**config.mk**
```make
export PLATFORM = sky130hd
export DESIGN_NAME = tcp_tx_sched
export DESIGN_NICKNAME = d
export VERILOG_FILES = /design/src/rtl/tcp_tx_sched.sv
export SDC_FILE = /design/constraint.sdc
export NUM_CORES = 1
export LEC_CHECK = 0
export CAP_MARGIN = 0
export CORE_AREA = 2 2 174 176
export DETAILED_ROUTE_END_ITERATION = 10
export DIE_AREA = 0 0 176 178
export DONT_BUFFER_PORTS = 1
export HOLD_SLACK_MARGIN = 0.15
export PLACE_DENSITY = 0.53
export SETUP_SLACK_MARGIN = 0.05
export SLEW_MARGIN = 20
export SYNTH_ARGS = -nofsm -noshare
export SYNTH_HDL_FRONTEND = slang
export SYNTH_SLANG_ARGS = --single-unit
```
**constraint.sdc**
```tcl
create_clock -name clk -period 5.82 [get_ports clk]
set_input_delay 0.873 -clock clk [delete_from_list [all_inputs] [get_ports clk]]
set_output_delay 0.873 -clock clk [all_outputs]
set_load 0.02 [all_outputs]
```
**src/rtl/tcp_tx_sched.sv**
```systemverilog
// Purpose : arbitrates the TCP tx header path between control, fast-retransmit, keep-alive and data sources.
// Latency : 1 cycle from request to tx_val; gnt is combinational with tx_acc; src_done is combinational with tx_done.
// Backpr. : holds the latched header with tx_val until tx_acc; a timeout abort fires if tx_done never comes.
//
// Ports:
//   clk, rst              clock, synchronous active-high reset
//   req / req_flags / req_seq / req_ack / req_len
//                         per-source request level and packed header fields ({fin,syn,rst,psh,ack})
//   flush                 connection teardown, aborts any packet in flight
//   gnt / src_done / err  one-hot accept pulse, one-hot completion pulse, timeout pulse
//   tx_val / tx_flags / tx_seq / tx_ack / tx_len / tx_acc / tx_done
//                         header handshake toward the tx header engine
//   busy                  a packet is being offered or transmitted
module tcp_tx_sched #(
    parameter int N_SRC   = 4,
    parameter int TMO_CYC = 1024,
    parameter int TMO_W   = 11
) (
    input  logic                 clk,
    input  logic                 rst,
    input  logic [N_SRC-1:0]     req,
    input  logic [N_SRC*5-1:0]   req_flags,
    input  logic [N_SRC*32-1:0]  req_seq,
    input  logic [N_SRC*32-1:0]  req_ack,
    input  logic [N_SRC*16-1:0]  req_len,
    input  logic                 flush,
    output logic [N_SRC-1:0]     gnt,
    output logic [N_SRC-1:0]     src_done,
    output logic                 err,
    output logic                 tx_val,
    output logic [4:0]           tx_flags,
    output logic [31:0]          tx_seq,
    output logic [31:0]          tx_ack,
    output logic [15:0]          tx_len,
    input  logic                 tx_acc,
    input  logic                 tx_done,
    output logic                 busy
);

    localparam int IW = (N_SRC > 1) ? $clog2(N_SRC) : 1;
    localparam logic [TMO_W-1:0] TMO_LAST = TMO_W'(TMO_CYC - 1);
    localparam logic [IW-1:0]    IDX_ONE  = IW'(1);
    localparam logic [IW-1:0]    IDX_TOP  = IW'(N_SRC - 1);

    typedef enum logic [1:0] {
        IDLE      = 2'd0,
        OFFER     = 2'd1,
        WAIT_DONE = 2'd2
    } state_t;

    typedef struct packed {
        logic [4:0]  flags;
        logic [31:0] seq;
        logic [31:0] ack;
        logic [15:0] len;
    } hdr_t;

    state_t            state;
    state_t            state_nxt;
    logic [IW-1:0]     win;
    logic [IW-1:0]     win_nxt;
    logic [IW-1:0]     ptr;
    logic [IW-1:0]     ptr_after;
    logic [IW-1:0]     rr_pick;
    logic              rr_found;
    logic [N_SRC-1:0]  win_oh;
    hdr_t              hdr;
    hdr_t              hdr_nxt;
    logic [TMO_W-1:0]  tmo_cnt;
    logic              any_req;
    logic              offer_acc;
    logic              arb_take;

    // k-th candidate of the round-robin ring 1..N_SRC-1, starting at p.
    // Source 0 is never part of the ring; it wins by fixed priority instead.
    function automatic logic [IW-1:0] rr_cand(input logic [IW-1:0] p, input int k);
        int base;
        base = ((int'(p) + k - 1) % (N_SRC - 1)) + 1;
        return IW'(base);
    endfunction

    assign any_req = |req;

    // Round-robin search over the low-priority sources.
    always_comb begin
        rr_pick  = IDX_ONE;
        rr_found = 1'b0;
        for (int k = 0; k < N_SRC - 1; k++) begin
            if (!rr_found && req[rr_cand(ptr, k)]) begin
                rr_pick  = rr_cand(ptr, k);
                rr_found = 1'b1;
            end
        end
    end

    assign win_nxt = req[0] ? '0 : rr_pick;

    always_comb begin
        hdr_nxt       = '0;
        hdr_nxt.flags = req_flags[int'(win_nxt)*5  +: 5];
        hdr_nxt.seq   = req_seq  [int'(win_nxt)*32 +: 32];
        hdr_nxt.ack   = req_ack  [int'(win_nxt)*32 +: 32];
        hdr_nxt.len   = req_len  [int'(win_nxt)*16 +: 16];
    end

    // Pointer moves one past the accepted source, wrapping back to 1.
    assign ptr_after = (win == IDX_TOP) ? IDX_ONE : (win + IDX_ONE);
    assign win_oh    = N_SRC'(1) << win;

    assign offer_acc = (state == OFFER) && tx_acc && !flush;
    assign arb_take  = (state == IDLE) && any_req && !flush;

    // State register.
    always_ff @(posedge clk) begin
        if (rst) begin
            state <= IDLE;
        end else begin
            state <= state_nxt;
        end
    end

    // Next state and handshake outputs. flush and rst suppress every pulse
    // and drop tx_val in the same cycle they are seen.
    always_comb begin
        state_nxt = state;
        gnt       = '0;
        src_done  = '0;
        err       = 1'b0;
        tx_val    = 1'b0;
        case (state)
            IDLE: begin
                if (any_req) begin
                    state_nxt = OFFER;
                end
            end
            OFFER: begin
                tx_val = 1'b1;
                // Accept beats a same-cycle withdrawal.
                if (tx_acc) begin
                    gnt       = win_oh;
                    state_nxt = WAIT_DONE;
                end else if (!req[win]) begin
                    state_nxt = IDLE;
                end
            end
            WAIT_DONE: begin
                // Completion beats a same-cycle timeout.
                if (tx_done) begin
                    src_done  = win_oh;
                    state_nxt = IDLE;
                end else if (tmo_cnt == TMO_LAST) begin
                    err       = 1'b1;
                    state_nxt = IDLE;
                end
            end
            default: begin
                state_nxt = IDLE;
            end
        endcase
        if (flush || rst) begin
            state_nxt = IDLE;
            gnt       = '0;
            src_done  = '0;
            err       = 1'b0;
            tx_val    = 1'b0;
        end
    end

    // Winner, header latch, round-robin pointer and timeout counter.
    always_ff @(posedge clk) begin
        if (rst) begin
            win     <= '0;
            ptr     <= IDX_ONE;
            hdr     <= '0;
            tmo_cnt <= '0;
        end else begin
            // Header only changes on IDLE->OFFER so the engine sees stable fields.
            if (arb_take) begin
                win <= win_nxt;
                hdr <= hdr_nxt;
            end

            if (flush) begin
                ptr <= IDX_ONE;
            end else if (offer_acc && (win != '0)) begin
                ptr <= ptr_after;
            end

            if (offer_acc) begin
                tmo_cnt <= '0;
            end else if (state == WAIT_DONE) begin
                tmo_cnt <= tmo_cnt + 1'b1;
            end
        end
    end

    assign tx_flags = hdr.flags;
    assign tx_seq   = hdr.seq;
    assign tx_ack   = hdr.ack;
    assign tx_len   = hdr.len;
    assign busy     = (state != IDLE);

endmodule
```
==> results of run 1 <==
-- per-layer routing --
layer	vias up	share of wire, %	GRT usage, %
met1	4155	41	25.7
met3	60	6.9	5.58
met4	4	3.7	8.51
met2	359	48	33.6
li1	4034	-	-
met5	-	0.076	0
-- what timing repair did --
| action | 4_1_cts | 5_1_grt |
|---|---|---|
| endpoints found under the setup margin | 80 | 85 |
| gates cloned | 1 | 2 |
| setup buffers | 2 | 4 |
| resized for setup | 6 | 48 |
| pin swaps | 2 | 9 |
-- final timing paths --
path	startpoint	slack, ns	cells after the start	endpoint
setup / recovery	ptr[0]$_SDFFE_PN1P_	0.28	26	tx_ack[0]$_SDFFE_PP0P_
hold / removal	tmo_cnt[1]$_SDFFE_PP0P_	0.48	2	tmo_cnt[1]$_SDFFE_PP0P_
hold reg to reg	tmo_cnt[1]$_SDFFE_PP0P_	0.48	2	tmo_cnt[1]$_SDFFE_PP0P_
setup reg to reg	ptr[0]$_SDFFE_PN1P_	0.28	26	tx_ack[0]$_SDFFE_PP0P_
-- synth_stat cells (all sizes together) (7+ instances only) --
| master | number | area (sq um) |
|---|---|---|
| clkbuf | 80 | 300 |
| nor3 | 11 | 55.1 |
| o21ai | 17 | 88.8 |
| nand4 | 7 | 43.8 |
| ha | 13 | 163 |
| xor2 | 7 | 61.3 |
| and3 | 174 | 1090 |
| nand3b | 87 | 653 |
| o31ai | 89 | 818 |
| a211oi | 179 | 1500 |
| nand2 | 33 | 134 |
| a21oi | 22 | 125 |
| nor2 | 42 | 160 |
| dfxtp | 102 | 2040 |
| and2 | 15 | 93.8 |
| inv | 13 | 48.8 |
| nor2b | 9 | 56.3 |
| buf | 41 | 283 |
| nand3 | 7 | 35.0 |
-- sequential cells by signal, summed over array words and instances, names as in the netlist --
signal    cells
ptr           2
tx_seq       32
tmo_cnt      11
tx_flags      5
state         2
tx_ack       32
tx_len       16
win           2
-- worst max-delay path: cells and delay by family (launching register included) --
family	cells	cell delay [ns]
compound gates	15	3.21
buf+inv	5	0.60
simple gates	3	0.52
flops	1	0.38
fa+ha+maj	2	0.36
mux	1	0.32
-- power by group --
part / internal (mW) / total [mW] / switching (mW)
logic: 0.208 / 0.463 / 0.255
registers: 0.753 / 0.878 / 0.125
clock network: 0.336 / 0.634 / 0.299
-- area by class of cell --
cell class                 instances  area, sq um
sequential                       102         2050
fill                            3007        19300
inverter                          13         48.8
clock inverter                     5         58.8
multi-input combinational        804         6190
tap                              390          488
timing repair buffer             105         1060
antenna                            2         5.00
clock buffer                      11          233
-- kinds of logic (layout without fill, tap and decap cells) --
group / after synthesis / in the layout
compound gates: 362 / 362
xor+xnor: 12 / 12
fa+ha+maj: 13 / 13
buf+inv: 134 / 134
flops: 102 / 102
mux: 8 / 8
other cells: 1 / 3
simple gates: 408 / 408
==> impl_results.md, run 1 <==
* Primary FF master, synth: dfxtp_1
* Initial Util at 29.1%
* Deepest clock path buffer count at 2
* DRT antenna net count at 0
* Worst slew pin tran at 0.804 ns
* Hold Crit Class: reg2reg
* Fmax at 180 MHz
* WL/cell at 24.8 um
* P_leak at 3.90 nW
* Pin count of the biggest net entering global routing at 94
* Worst Setup End Kind: register
* Outcome: finished, final reports clean
* Period utilisation layout at 95.2%
* Startpoint type of the worst setup path: register
* CTS buffer count at 9
* Global-route wire length before repair at 49,400 um
* Setup CP Type: reg2reg
* Placed cells at 1,404
* Total of max-cap violations at 0
* Overflow after GRT at 0
* Simple-gate portion of the synthesized area at 29.1%
* Final setup TNS at 0 ns
* H-Tree Depth at 3
* Pwr Density at 195 nW/um^2
* I/O pins at 445
* Layout Skew at 0.0123 ns
* First drt pass iteration count at 5
* Final number of max-transition violations at 0
* Initial antenna violation count at 5
* FFs w/ async S/R, synth at 0%
* Compound-Gate Fraction of Synth Area at 35.2%
* Commonest cells after routing, fill and taps aside: 173 x and3_1, 138 x a211oi_1, 101 x dfxtp_1
* Post-Synth XOR/XNOR Area at 1.23%
* Number of synthesized flops with an enable pin at 0
* CP max stage cell: o31a_2
* Overall fraction of global-route tracks in use at 20.6%
* Unrepaired setup endpoints after global routing: true
* Final Hold Fails at 0
* DRC at 0
* Root Buffer: clkbuf_16
* CP max FO at 30
* Final Core Density at 34.4%
* Mux share of post-synthesis cell area at 1.20%
* CTS clk-pin slew, worst paths at 0.07 ns
* Drt initial violations at 639
* Number of buffers added on ports at 0
* Cell Rows at 63
* Synthesized-area fraction occupied by adder cells at 1.90%
* RD Place Congestion at 0.826
* Total power at 1.97 mW
* Crit-path max cell delay at 0.40 ns
* Die ar. at 31,300 sq um
* Routed via count at 8,612
* Most common cell after layout, fill and taps aside: and3_1
* Critical Path RT at 6.05 ns
* Clk sinks at 102
* Hold-fix buffers at CTS at 0
* DRT Wirelength at 35,500 um
* Die width at 176 um
* Post-route minimum period at 5.54 ns
* Die Ht at 178 um
* Layout cell share with drive strength beyond 1 at 23.8%
* Final non-filler cell total at 1,432
* Critical path arrival at 5.77 ns
* CTS tree: yes
* Avg Cell Area, Syn at 8.23 sq um
* Worst skew pair latency at 0.37 ns
* Dpl cell area at 9400 sq um
* NumNets Final at 1,397
* # setup viols final at 0
* Syn Nets at 1,402
* Synth cell types at 80
* Via density at 6.01
* Mapped cell area at 8550 sq um
* Area delta synth->final at 18.4%
* Synth warn at 0
* Finished Cell Area at 10,100 sq um
* Sequential share of the synthesized area at 23.9%
* Vias in the first global route at 7,991
* Placement Setup Slack at -0.178 ns
* Final WS setup at 0.279 ns
* Max VDD drop at 115 uV
* Largest family of logic cells by synthesized area: compound AO/OA/AOI/OAI gates
* Placeable Area at 29,400 sq um
* Cell count after synthesis at 1,040
* Detailed placement HPWL at 25,700 um
* Fin Hold WS at 0.481 ns
* Seq cells post-synth at 102
* Relative slew slack at 46.4%
(Power assumes the default switching activity.)
==> inputs of run 2 (changes only) <==
--- a/config.mk
+++ b/config.mk
@@ -11,7 +11,7 @@
 export DIE_AREA = 0 0 176 178
 export DONT_BUFFER_PORTS = 1
 export HOLD_SLACK_MARGIN = 0.15
-export PLACE_DENSITY = 0.53
+export PLACE_DENSITY = 0.52
 export SETUP_SLACK_MARGIN = 0.05
 export SLEW_MARGIN = 20
 export SYNTH_ARGS = -nofsm -noshare
==> constraint.sdc (replaced) <==
create_clock -name clk -period 6.05 [get_ports clk]
set_input_delay 0.9075 -clock clk [delete_from_list [all_inputs] [get_ports clk]]
set_output_delay 0.9075 -clock clk [all_outputs]
set_load 0.02 [all_outputs]
==> run 2 against run 1 <==
  * Via count is 0.98% lower
  * Global-route usage is 0.087 points higher
  * Die area stayed put
  * Flip-flop and latch count stayed put
  * Non-clock buffer count is 27 lower
  * Sequential share of layout area is 0.74 points higher
  * Largest cell class unchanged
==> impl_results.md, run 2 (synthesis gave the netlist of run 1 again) <==
* I/O pins at 445
* Die ar. at 31,300 sq um
* Worst skew pair latency at 0.36 ns
* Pwr Density at 195 nW/um^2
* Global-route wire length before repair at 49,900 um
* Initial antenna violation count at 7
* Die Ht at 178 um
* Outcome: finished, final reports clean
* Placeable Area at 29,400 sq um
* NumNets Final at 1,371
* Most common cell after layout, fill and taps aside: and3_1
* Hold-fix buffers at CTS at 0
* Area delta synth->final at 14.3%
* Period utilisation layout at 94.2%
* DRT Wirelength at 36,000 um
* Total of max-cap violations at 0
* Critical path arrival at 5.93 ns
* Number of buffers added on ports at 0
* CTS clk-pin slew, worst paths at 0.09 ns
* Hold Crit Class: reg2reg
* Layout cell share with drive strength beyond 1 at 20.4%
* P_leak at 3.73 nW
* CTS buffer count at 9
* Worst Setup End Kind: register
* Vias in the first global route at 7,978
* Unrepaired setup endpoints after global routing: false
* Commonest cells after routing, fill and taps aside: 173 x and3_1, 138 x a211oi_1, 100 x dfxtp_1
* H-Tree Depth at 3
* Via density at 6.04
* Root Buffer: clkbuf_16
* Final number of max-transition violations at 0
* # setup viols final at 0
* Overall fraction of global-route tracks in use at 20.7%
* Post-route minimum period at 5.70 ns
* DRT antenna net count at 0
* Startpoint type of the worst setup path: register
* Relative slew slack at 47.4%
* Final Core Density at 33.2%
* Overflow after GRT at 0
* First drt pass iteration count at 5
* Final Hold Fails at 0
* DRC at 0
* RD Place Congestion at 0.848
* Die width at 176 um
* Worst slew pin tran at 0.787 ns
* Fmax at 175 MHz
* Layout Skew at 0.0202 ns
* Routed via count at 8,528
* Max VDD drop at 88.7 uV
* Clk sinks at 102
* WL/cell at 25.5 um
* Deepest clock path buffer count at 2
* Fin Hold WS at 0.488 ns
* Setup CP Type: reg2reg
* Total power at 1.90 mW
* Pin count of the biggest net entering global routing at 93
* Detailed placement HPWL at 26,300 um
* CTS tree: yes
* Cell Rows at 63
* Critical Path RT at 6.27 ns
* Drt initial violations at 716
* Initial Util at 29.1%
* CP max FO at 21
-- run 2: cell types whose count changed in the layout (fill, tap and decap cells not counted), moves of 3 or more --
cell     change
diode_2      +6
inv_2        -3
ha_4         -4
buf_4       -20
inv_1        +3
buf_12       -7
-- run 2: metrics by stage --
stage          setup WS (ns)  cells  TNS (ns)  area [sq um]
6_report               0.349   1412         0          9770
4_1_cts               0.0480   1394         0          9480
3_3_place_gp          -0.229   1378    -0.500          9140
3_5_place_dp          -0.309   1378     -1.37          9140
2_1_floorplan          0.119   1040         0          8550
5_1_grt               0.0363   1411         0          9770
-- run 2: area by class of cell --
type | count | area, sq um
Antenna cell | 8 | 20.0
Sequential cell | 102 | 2050
Clock inverter | 5 | 48.8
Inverter | 13 | 48.8
Clock buffer | 11 | 253
Fill cell | 3098 | 19600
Tap cell | 390 | 488
Timing Repair Buffer | 78 | 778
Multi-Input combinational cell | 805 | 6090
-- run 2: worst paths after layout --
check	cells past startpoint	to	slack [ns]	startpoint
max	22	tx_seq[13]$_SDFFE_PP0P_	0.35	ptr[1]$_SDFFE_PN0P_
min reg2reg	2	tmo_cnt[1]$_SDFFE_PP0P_	0.49	tmo_cnt[1]$_SDFFE_PP0P_
max reg2reg	22	tx_seq[13]$_SDFFE_PP0P_	0.35	ptr[1]$_SDFFE_PN0P_
min	2	tmo_cnt[1]$_SDFFE_PP0P_	0.49	tmo_cnt[1]$_SDFFE_PP0P_
-- run 2: routing by layer --
metal | GRT usage [%] | up-vias | part of all wire [%]
li1 | - | 3985 | -
met1 | 26.5 | 4064 | 42
met2 | 34.3 | 422 | 49
met3 | 4.90 | 57 | 6.8
met4 | 6.82 | 0 | 2.7
met5 | 0 | - | 0
-- run 2: critical path: stages, from the launching register on --
cell and delay, ns:
dfxtp_2 0.35, inv_1 0.12, ha_1 0.19, buf_4 0.26
nor2b_2 0.25, mux2i_4 0.31, nor2_1 0.10, a221o_1 0.40
nor3b_2 0.27, a21boi_2 0.11, o21a_4 0.24, o31a_1 0.32
a221oi_4 0.31, o21ai_1 0.11, a22o_1 0.25, a21o_1 0.17
a211o_1 0.30, a21oi_4 0.14, mux2_4 0.34, o31a_4 0.41
buf_12 0.19, a211oi_2 0.32, o31ai_2 0.11
-- run 2: where the power goes --
| part | internal (mW) | switching [mW] | total [mW] |
|---|---|---|---|
| combinational | 0.190 | 0.248 | 0.439 |
| clock | 0.312 | 0.304 | 0.616 |
| sequential | 0.724 | 0.123 | 0.847 |
-- run 2: repair_timing --
action / in CTS / in global routing
cloned: 0 / 5
buffers inserted: 0 / 5
endpoints found under the setup margin: 63 / 85
resized for setup: 9 / 25
pin swaps: 2 / 5
==> inputs of run 3 (changes only) <==
--- a/config.mk
+++ b/config.mk
@@ -10,7 +10,7 @@
 export DETAILED_ROUTE_END_ITERATION = 10
 export DIE_AREA = 0 0 176 178
 export DONT_BUFFER_PORTS = 1
-export HOLD_SLACK_MARGIN = 0.15
+export HOLD_SLACK_MARGIN = 0.03
 export PLACE_DENSITY = 0.52
 export SETUP_SLACK_MARGIN = 0.05
 export SLEW_MARGIN = 20
==> results of run 3 <==
Same layout as run 2: the final DEF is identical, and so are final timing and power.
